$ cat src/rtl/robo_pkg.sv
// Shared types for the pipe-inspection robot controller.
//   state_t   : controller FSM states
//   heading_t : compass heading encoding (bench and motion-driver use)
//   cmd_t     : one-hot command vector {adv, rot, col} and its constants
package robo_pkg;

    localparam int unsigned STATE_W = 3;
    localparam int unsigned HDG_W   = 2;

    typedef enum logic [STATE_W-1:0] {
        IDLE   = 3'd0,
        SEARCH = 3'd1,
        FOLLOW = 3'd2,
        TURNED = 3'd3,
        REMOVE = 3'd4,
        DONE   = 3'd5
    } state_t;

    // Counter-clockwise rotation walks N -> O -> S -> L -> N.
    typedef enum logic [HDG_W-1:0] {
        HDG_N = 2'b00,
        HDG_S = 2'b01,
        HDG_L = 2'b10,
        HDG_O = 2'b11
    } heading_t;

    typedef struct packed {
        logic adv;
        logic rot;
        logic col;
    } cmd_t;

    localparam cmd_t CMD_NONE = '{adv: 1'b0, rot: 1'b0, col: 1'b0};
    localparam cmd_t CMD_ADV  = '{adv: 1'b1, rot: 1'b0, col: 1'b0};
    localparam cmd_t CMD_ROT  = '{adv: 1'b0, rot: 1'b1, col: 1'b0};
    localparam cmd_t CMD_COL  = '{adv: 1'b0, rot: 1'b0, col: 1'b1};

endpackage

$ cat src/rtl/robo_ctrl.sv
// Left-hand wall-following controller with debris removal.
// Ports:
//   clock            : system clock, rising edge
//   reset            : asynchronous active-low reset
//   head, left       : wall ahead / wall on the left
//   under            : robot is on a black (pipe start/end) cell
//   barrier          : debris directly ahead
//   avancar          : advance one cell (registered)
//   girar            : rotate 90 deg counter-clockwise (registered)
//   recolher_entulho : collect debris ahead (registered)
// At most one command is high per cycle; commands appear one cycle after
// the sensor sample that produced them.
module robo_ctrl
    import robo_pkg::*;
#(
    parameter bit STOP_ON_UNDER = 1'b1
) (
    input  logic clock,
    input  logic reset,
    input  logic head,
    input  logic left,
    input  logic under,
    input  logic barrier,
    output logic avancar,
    output logic girar,
    output logic recolher_entulho
);

    state_t r_state;
    state_t w_state_nxt;
    cmd_t   r_cmd;
    cmd_t   w_cmd_nxt;
    logic   r_moved;
    logic   r_last_adv;

    // State, command and flag registers.
    always_ff @(posedge clock or negedge reset) begin
        if (!reset) begin
            r_state    <= IDLE;
            r_cmd      <= CMD_NONE;
            r_moved    <= 1'b0;
            r_last_adv <= 1'b0;
        end else begin
            r_state    <= w_state_nxt;
            r_cmd      <= w_cmd_nxt;
            r_moved    <= r_moved | w_cmd_nxt.adv;
            r_last_adv <= w_cmd_nxt.adv;
        end
    end

    // Next state and next command; within each state the first match wins.
    always_comb begin
        w_state_nxt = r_state;
        w_cmd_nxt   = CMD_NONE;
        case (r_state)
            IDLE: begin
                w_state_nxt = SEARCH;
            end
            SEARCH: begin
                if (barrier) begin
                    w_cmd_nxt   = CMD_COL;
                    w_state_nxt = REMOVE;
                end else if (head) begin
                    w_cmd_nxt   = CMD_ROT;
                end else if (left) begin
                    w_cmd_nxt   = CMD_ADV;
                    w_state_nxt = FOLLOW;
                end else begin
                    w_cmd_nxt   = CMD_ADV;
                end
            end
            FOLLOW: begin
                if (STOP_ON_UNDER && under && r_moved) begin
                    w_state_nxt = DONE;
                end else if (barrier) begin
                    w_cmd_nxt   = CMD_COL;
                    w_state_nxt = REMOVE;
                end else if (!left && r_last_adv) begin
                    // Left wall vanished right after a step: turn into the opening.
                    w_cmd_nxt   = CMD_ROT;
                    w_state_nxt = TURNED;
                end else if (!head) begin
                    w_cmd_nxt   = CMD_ADV;
                end else begin
                    w_cmd_nxt   = CMD_ROT;
                end
            end
            TURNED: begin
                if (barrier) begin
                    w_cmd_nxt   = CMD_COL;
                    w_state_nxt = REMOVE;
                end else if (!head) begin
                    w_cmd_nxt   = CMD_ADV;
                    w_state_nxt = FOLLOW;
                end else begin
                    w_cmd_nxt   = CMD_ROT;
                    w_state_nxt = FOLLOW;
                end
            end
            REMOVE: begin
                if (barrier) begin
                    w_cmd_nxt   = CMD_COL;
                end else begin
                    w_cmd_nxt   = CMD_ADV;
                    w_state_nxt = FOLLOW;
                end
            end
            DONE: begin
                w_state_nxt = DONE;
            end
            default: begin
                w_state_nxt = IDLE;
            end
        endcase
    end

    assign avancar          = r_cmd.adv;
    assign girar            = r_cmd.rot;
    assign recolher_entulho = r_cmd.col;

endmodule

$ cat config.mk
export PLATFORM = sky130hd
export DESIGN_NAME = robo_ctrl
export DESIGN_NICKNAME = d
export VERILOG_FILES = /design/src/rtl/robo_pkg.sv /design/src/rtl/robo_ctrl.sv
export SDC_FILE = /design/constraint.sdc
export NUM_CORES = 1
export LEC_CHECK = 0
export CAP_MARGIN = 25
export CORE_AREA = 3 3 40 42
export CTS_CLUSTER_SIZE = 14
export DETAILED_ROUTE_END_ITERATION = 8
export DIE_AREA = 0 0 43 45
export GPL_TIMING_DRIVEN = 0
export PLACE_DENSITY = 0.61
export RECOVER_POWER = 100
export SLEW_MARGIN = 30
export SYNTH_ARGS = -nofsm -noshare
export SYNTH_HDL_FRONTEND = slang
export SYNTH_SLANG_ARGS = --single-unit
$ cat constraint.sdc
create_clock -name clock -period 1.8 [get_ports clock]
set_input_delay 0.36 -clock clock [delete_from_list [all_inputs] [get_ports clock]]
set_output_delay 0.36 -clock clock [all_outputs]
set_load 0.05 [all_outputs]
==> results of run 1 <==
per-layer routing:
metal	track usage	vias up
met3	0.0717	2
met2	0.108	7
met5	0	-
met1	0.105	152
met4	0.0181	0
li1	-	163
flip-flops by register name, summed over array words and instances (netlist names):
signal            flops
r_state               3
r_last_adv            1
r_moved               1
girar                 1
recolher_entulho      1
cells in the mapped netlist, drive strengths merged, types with 2 or more instances:
cell type  n  area (um^2)
dfrtp      7          175
o21a       2         15.0
nor2       3         11.3
nor2b      3         18.8
nand2      3         11.3
buf        2         22.5
o21ai      4         20.0
or2        2         12.5
a21oi      4         20.0
worst max-delay path by stage:
stage and to:
2_1_floorplan r_moved, 3_3_place_gp r_moved, 3_5_place_dp r_moved, 4_1_cts avancar, 5_1_grt avancar, 6_report avancar
area by class of cell:
cell class                      count  share of cell area
Clock buffer                        4              0.0532
Multi-Input combinational cell     31               0.367
Timing Repair Buffer                7               0.142
Tap cell                           15              0.0380
Sequential cell                     7               0.354
Buffer                              2              0.0456
power breakdown:
part | switching, uW | internal, uW
Clock | 53.0 | 84.3
Sequential | 51.1 | 214
Combinational | 217 | 186
Total | 321 | 484
cell families after synthesis:
group,Yosys count,share of synthesized area
AO/OA/AOI/OAI,15,0.262
buffers and inverters,2,0.0582
flip-flops,7,0.453
AND/OR/NAND/NOR,16,0.227
stage by stage:
stage               cell area (um^2)  setup slack [ns]
floorplan                        387             0.520
global placement                 475             0.194
detailed placement               475             0.197
CTS                              502            0.0464
global route                     494            0.0131
finish                           494            0.0624
==> impl_metrics.tcl, run 1 <==
set metrics [dict create \
    io_pins 9 \
    drt-pass1-iter-count 4 \
    clk_path_buf_depth 2 \
    hold_viol_final 0 \
    numPlacedInstances 62 \
    cp_slowest_cell "clkdlybuf4s50_1" \
    post-route-util 0.385 \
    vias 324 \
    ys.flop_type "dfrtp_1" \
    worstHoldStart "barrier" \
    period_minus_slack_ns 1.74 \
    cts_hold_buf 0 \
    grt_pass1_wl_mm 1.10 \
    design.core.area_mm2 0.00128 \
    min_path_cells 2 \
    grt_usage 0.0838 \
    multi_input_area_um2 181 \
    via_per_inst 4.91 \
    crit_buf_inv 1 \
    fin_crit_sh 0.965 \
    slew_violations 0 \
    nets 58 \
    dp_hpwl_um 560 \
    placementRows 13 \
    leakagePower_uw 0.000207 \
    crit_start "r_last_adv" \
    path_clk_slew_ns 0.05 \
    instances_no_fill 66 \
    cts.root.buffer_cell "clkbuf_4" \
    drc 0 \
    drv_cap 0 \
    gp_congestion 0.744 \
    status "complete, no violations" \
    cts_buffers 3 \
    syn-instance-count 40 \
    insertion_delay_ns 0.25 \
    r2r_setup_slack_ns 0.42 \
    met3_length_um 30 \
    crit_chain "clkdlybuf4s50_1" \
    final_cell_mix "dfrtp_1 (7), clkdlybuf4s50_1 (5), o21ai_0 (4), a21oi_1 (4)" \
    cts_tree "done" \
    ys_ff_latch 7 \
    criticalPathCategory "reg2out" \
    setup_viol 0 \
    post_cts_resize_count 0 \
    worst_setup_path_start_kind "flip-flop" \
    ant_nets 0 \
    critical-path-top-delay-family "buffers and inverters" \
    grt_max_degree 10 \
    drt-met1-wl_um 368 \
    reg2reg_depth 4 \
    io_buffers 7 \
    grt_remaining_overflow 0 \
    grt_antenna_before_repair 0 \
    syn-cell-area_um2 387 \
    cp_max_fo 2 \
    synth.net_count 46 \
    topRoutingLayerUsed "met4" \
    setup_tns_ns 0 \
    slowest_delay_ns 0.80 \
    holdCritPathClass "in2reg" \
    synth-edff-count 0 \
    rsz0062_at_grt "false" \
    synth_warnings 0 \
    avgSynthCellArea_um2 9.67 \
    grt_pass1_vias 234 \
    r2r-end "r_moved" \
    register_area_um2 175 \
    ys_types 20 \
    whs_ns 0.336 \
    worst_pin_slew_ns 0.494 \
    relSlewSlack 0.670 \
    max_clock_freq_mhz 575 \
    power_uw 805 \
    endpoint_kind "primary output" \
    area_growth_pct 27.8 \
    postCtsSetupBuffers 0 \
    powerDensity_mw_per_mm2 1630 \
    crit_arrival_ns 1.38 \
    die_area_mm2 0.00194 \
    cts_htree_levels 1 \
    fp.dieW_um 43 \
    post_drt_wl_per_cell_um 11.4 \
    drt-initial-drc-count 16 \
    clock_sinks 7 \
    yosysSeqAreaShare 0.453 \
    ys_async_sr_fraction 1.00 \
    n_antenna_cell 0 \
    final_common_cell "dfrtp_1" \
    start_util 0.301 \
    path_depth 1 \
    drive_above_1_share 0.118 \
    nFillCells 141 \
    cp_data_required_time_ns 1.44 \
    routed_wl_um 751 \
    skew_ns 0.00354 \
    vdd_drop_max_v 0.000833 \
    whs_endpoint "r_state[0]" \
    reg2reg_from "r_state[0]" \
    fp.dieH_um 45 \
    met2RoutedLength_um 340 \
]
No activity file was read; power rests on OpenSTA's default activity.
==> inputs of run 2 (changes only) <==
--- a/config.mk
+++ b/config.mk
@@ -6,13 +6,15 @@
 export NUM_CORES = 1
 export LEC_CHECK = 0
 export CAP_MARGIN = 25
-export CORE_AREA = 3 3 40 42
+export CORE_AREA = 2 2 39 41
+export CTS_CLUSTER_DIAMETER = 120
 export CTS_CLUSTER_SIZE = 14
 export DETAILED_ROUTE_END_ITERATION = 8
-export DIE_AREA = 0 0 43 45
+export DIE_AREA = 0 0 41 43
 export GPL_TIMING_DRIVEN = 0
 export PLACE_DENSITY = 0.61
 export RECOVER_POWER = 100
+export SETUP_SLACK_MARGIN = 0.3
 export SLEW_MARGIN = 30
 export SYNTH_ARGS = -nofsm -noshare
 export SYNTH_HDL_FRONTEND = slang
==> run 2 against run 1 <==
  * Die area down 8.9%
  * Setup slack improved by 0.18 ns
  * Cell area shrank 1.5%
  * Critical endpoint is now r_moved
==> impl_metrics.tcl, run 2 (synthesis gave the netlist of run 1 again) <==
set metrics [dict create \
    status "complete, no violations" \
    io_buffers 7 \
    max_clock_freq_mhz 641 \
    setup_viol 0 \
    n_antenna_cell 0 \
    cts_htree_levels 1 \
    place_area_um2 477 \
    drv_cap 0 \
    numPlacedInstances 63 \
    cp_data_required_time_ns 1.99 \
    ant_nets 0 \
    worst_setup_path_start_kind "input pin" \
    grt_pass1_wl_mm 1.33 \
    clk_path_buf_depth 2 \
    rsz0062_at_grt "false" \
    period_minus_slack_ns 1.56 \
    grt_remaining_overflow 0 \
    postCtsSetupBuffers 0 \
    clock_sinks 7 \
    cp_max_fo 5 \
    placementRows 14 \
    drive_above_1_share 0.118 \
    crit_arrival_ns 1.75 \
    vias 334 \
    cts.root.buffer_cell "clkbuf_4" \
    leakagePower_uw 0.000212 \
    drc 0 \
    grt_antenna_before_repair 0 \
    vdd_drop_max_v 0.000434 \
    nets 58 \
    post_drt_wl_per_cell_um 11.7 \
    relSlewSlack 0.606 \
    start_util 0.279 \
    dp_hpwl_um 560 \
    slew_violations 0 \
    slowest_delay_ns 0.54 \
    via_per_inst 4.99 \
    powerDensity_mw_per_mm2 1620 \
    grt_usage 0.122 \
    top_register "r_state" \
    skew_ns 0.00235 \
    largest_reg_flops 3 \
    grt_max_degree 10 \
    r2r_setup_slack_ns 0.41 \
    endpoint_kind "flip-flop" \
    routed_wl_um 785 \
    gp_congestion 0.738 \
    criticalPathCategory "in2reg" \
    io_pins 9 \
    final_cell_mix "dfrtp_1 (7), o21ai_0 (4), a21oi_1 (4)" \
    drt-pass1-iter-count 2 \
    path_clk_slew_ns 0.05 \
    cts_buffers 3 \
    fin_ws_ns 0.241 \
    dp_worst_setup_slack_ns 0.154 \
    cp_slowest_cell "dlygate4sd3_1" \
    crit_chain "dlygate4sd3_1 > nand2_1 > nand3_1 > o32ai_1 > or2_1" \
    fin_crit_sh 0.866 \
    worst_pin_slew_ns 0.594 \
    die_area_mm2 0.00176 \
    design.core.area_mm2 0.00138 \
    power_uw 787 \
    area_growth_pct 25.9 \
    finalInstanceArea_um2 487 \
    fp.dieW_um 41 \
    final_common_cell "dfrtp_1" \
    fp.dieH_um 43 \
    drt-initial-drc-count 4 \
    hold_viol_final 0 \
    instances_no_fill 67 \
    insertion_delay_ns 0.25 \
    grt_pass1_vias 322 \
    setup_tns_ns 0 \
    holdCritPathClass "in2reg" \
    cts_tree "done" \
]
## run 2: cell types whose count changed in the layout (fill, tap and decap cells not counted)
| cell | change |
|---|---|
| clkbuf_1 | +1 |
| clkdlybuf4s50_1 | -3 |
| dlygate4sd2_1 | +2 |
## run 2: area by class of cell
class / instances / area [um^2]
flip-flops and latches: 7 / 175
fillers: 157 / 897
well taps: 16 / 20.0
repair buffers: 7 / 61.3
clock buffers: 4 / 26.3
multi-input cells: 31 / 181
plain buffers: 2 / 22.5
## run 2: power breakdown
group | internal, uW | total (uW) | switching (uW)
sequential | 214 | 268 | 54.0
clock | 84.7 | 144 | 59.5
combinational | 165 | 376 | 210
total | 463 | 787 | 324
## run 2: path summary, 6_finish.rpt
kind	start	endpoint	cells past startpoint
min in group asynchronous	reset	r_state[0]	1
hold reg to reg	r_moved	r_moved	1
max in group asynchronous	reset	girar	1
setup reg to reg	r_state[0]	r_moved	4
setup / recovery	under	r_moved	5
hold / removal	barrier	r_state[0]	2
## run 2: worst max-delay path, delay by kind of cell
family | cells | cell delay, ns
buffers and inverters | 1 | 0.54
and+or+nand+nor | 3 | 0.49
AOI/OAI and AO/OA | 1 | 0.36
## run 2: stage by stage
step                 util  hold slack [ns]
finish              0.352            0.329
global route        0.352            0.338
CTS                 0.361            0.317
detailed placement  0.344            0.454
global placement    0.344            0.449
floorplan               -           0.0644
## run 2: layer usage
| metal | GRT usage | up-vias | share of wire |
|---|---|---|---|
| met5 | 0 | - | 0 |
| met4 | 0.140 | 0 | 0.057 |
| met3 | 0.0471 | 5 | 0.048 |
| met2 | 0.163 | 8 | 0.45 |
| met1 | 0.129 | 155 | 0.44 |
| li1 | - | 166 | - |
## run 2: repair_timing
item,4_1_cts,5_1_grt
endpoints found under the setup margin,3,1
gates resized for setup,3,2
hold buffers,0,0
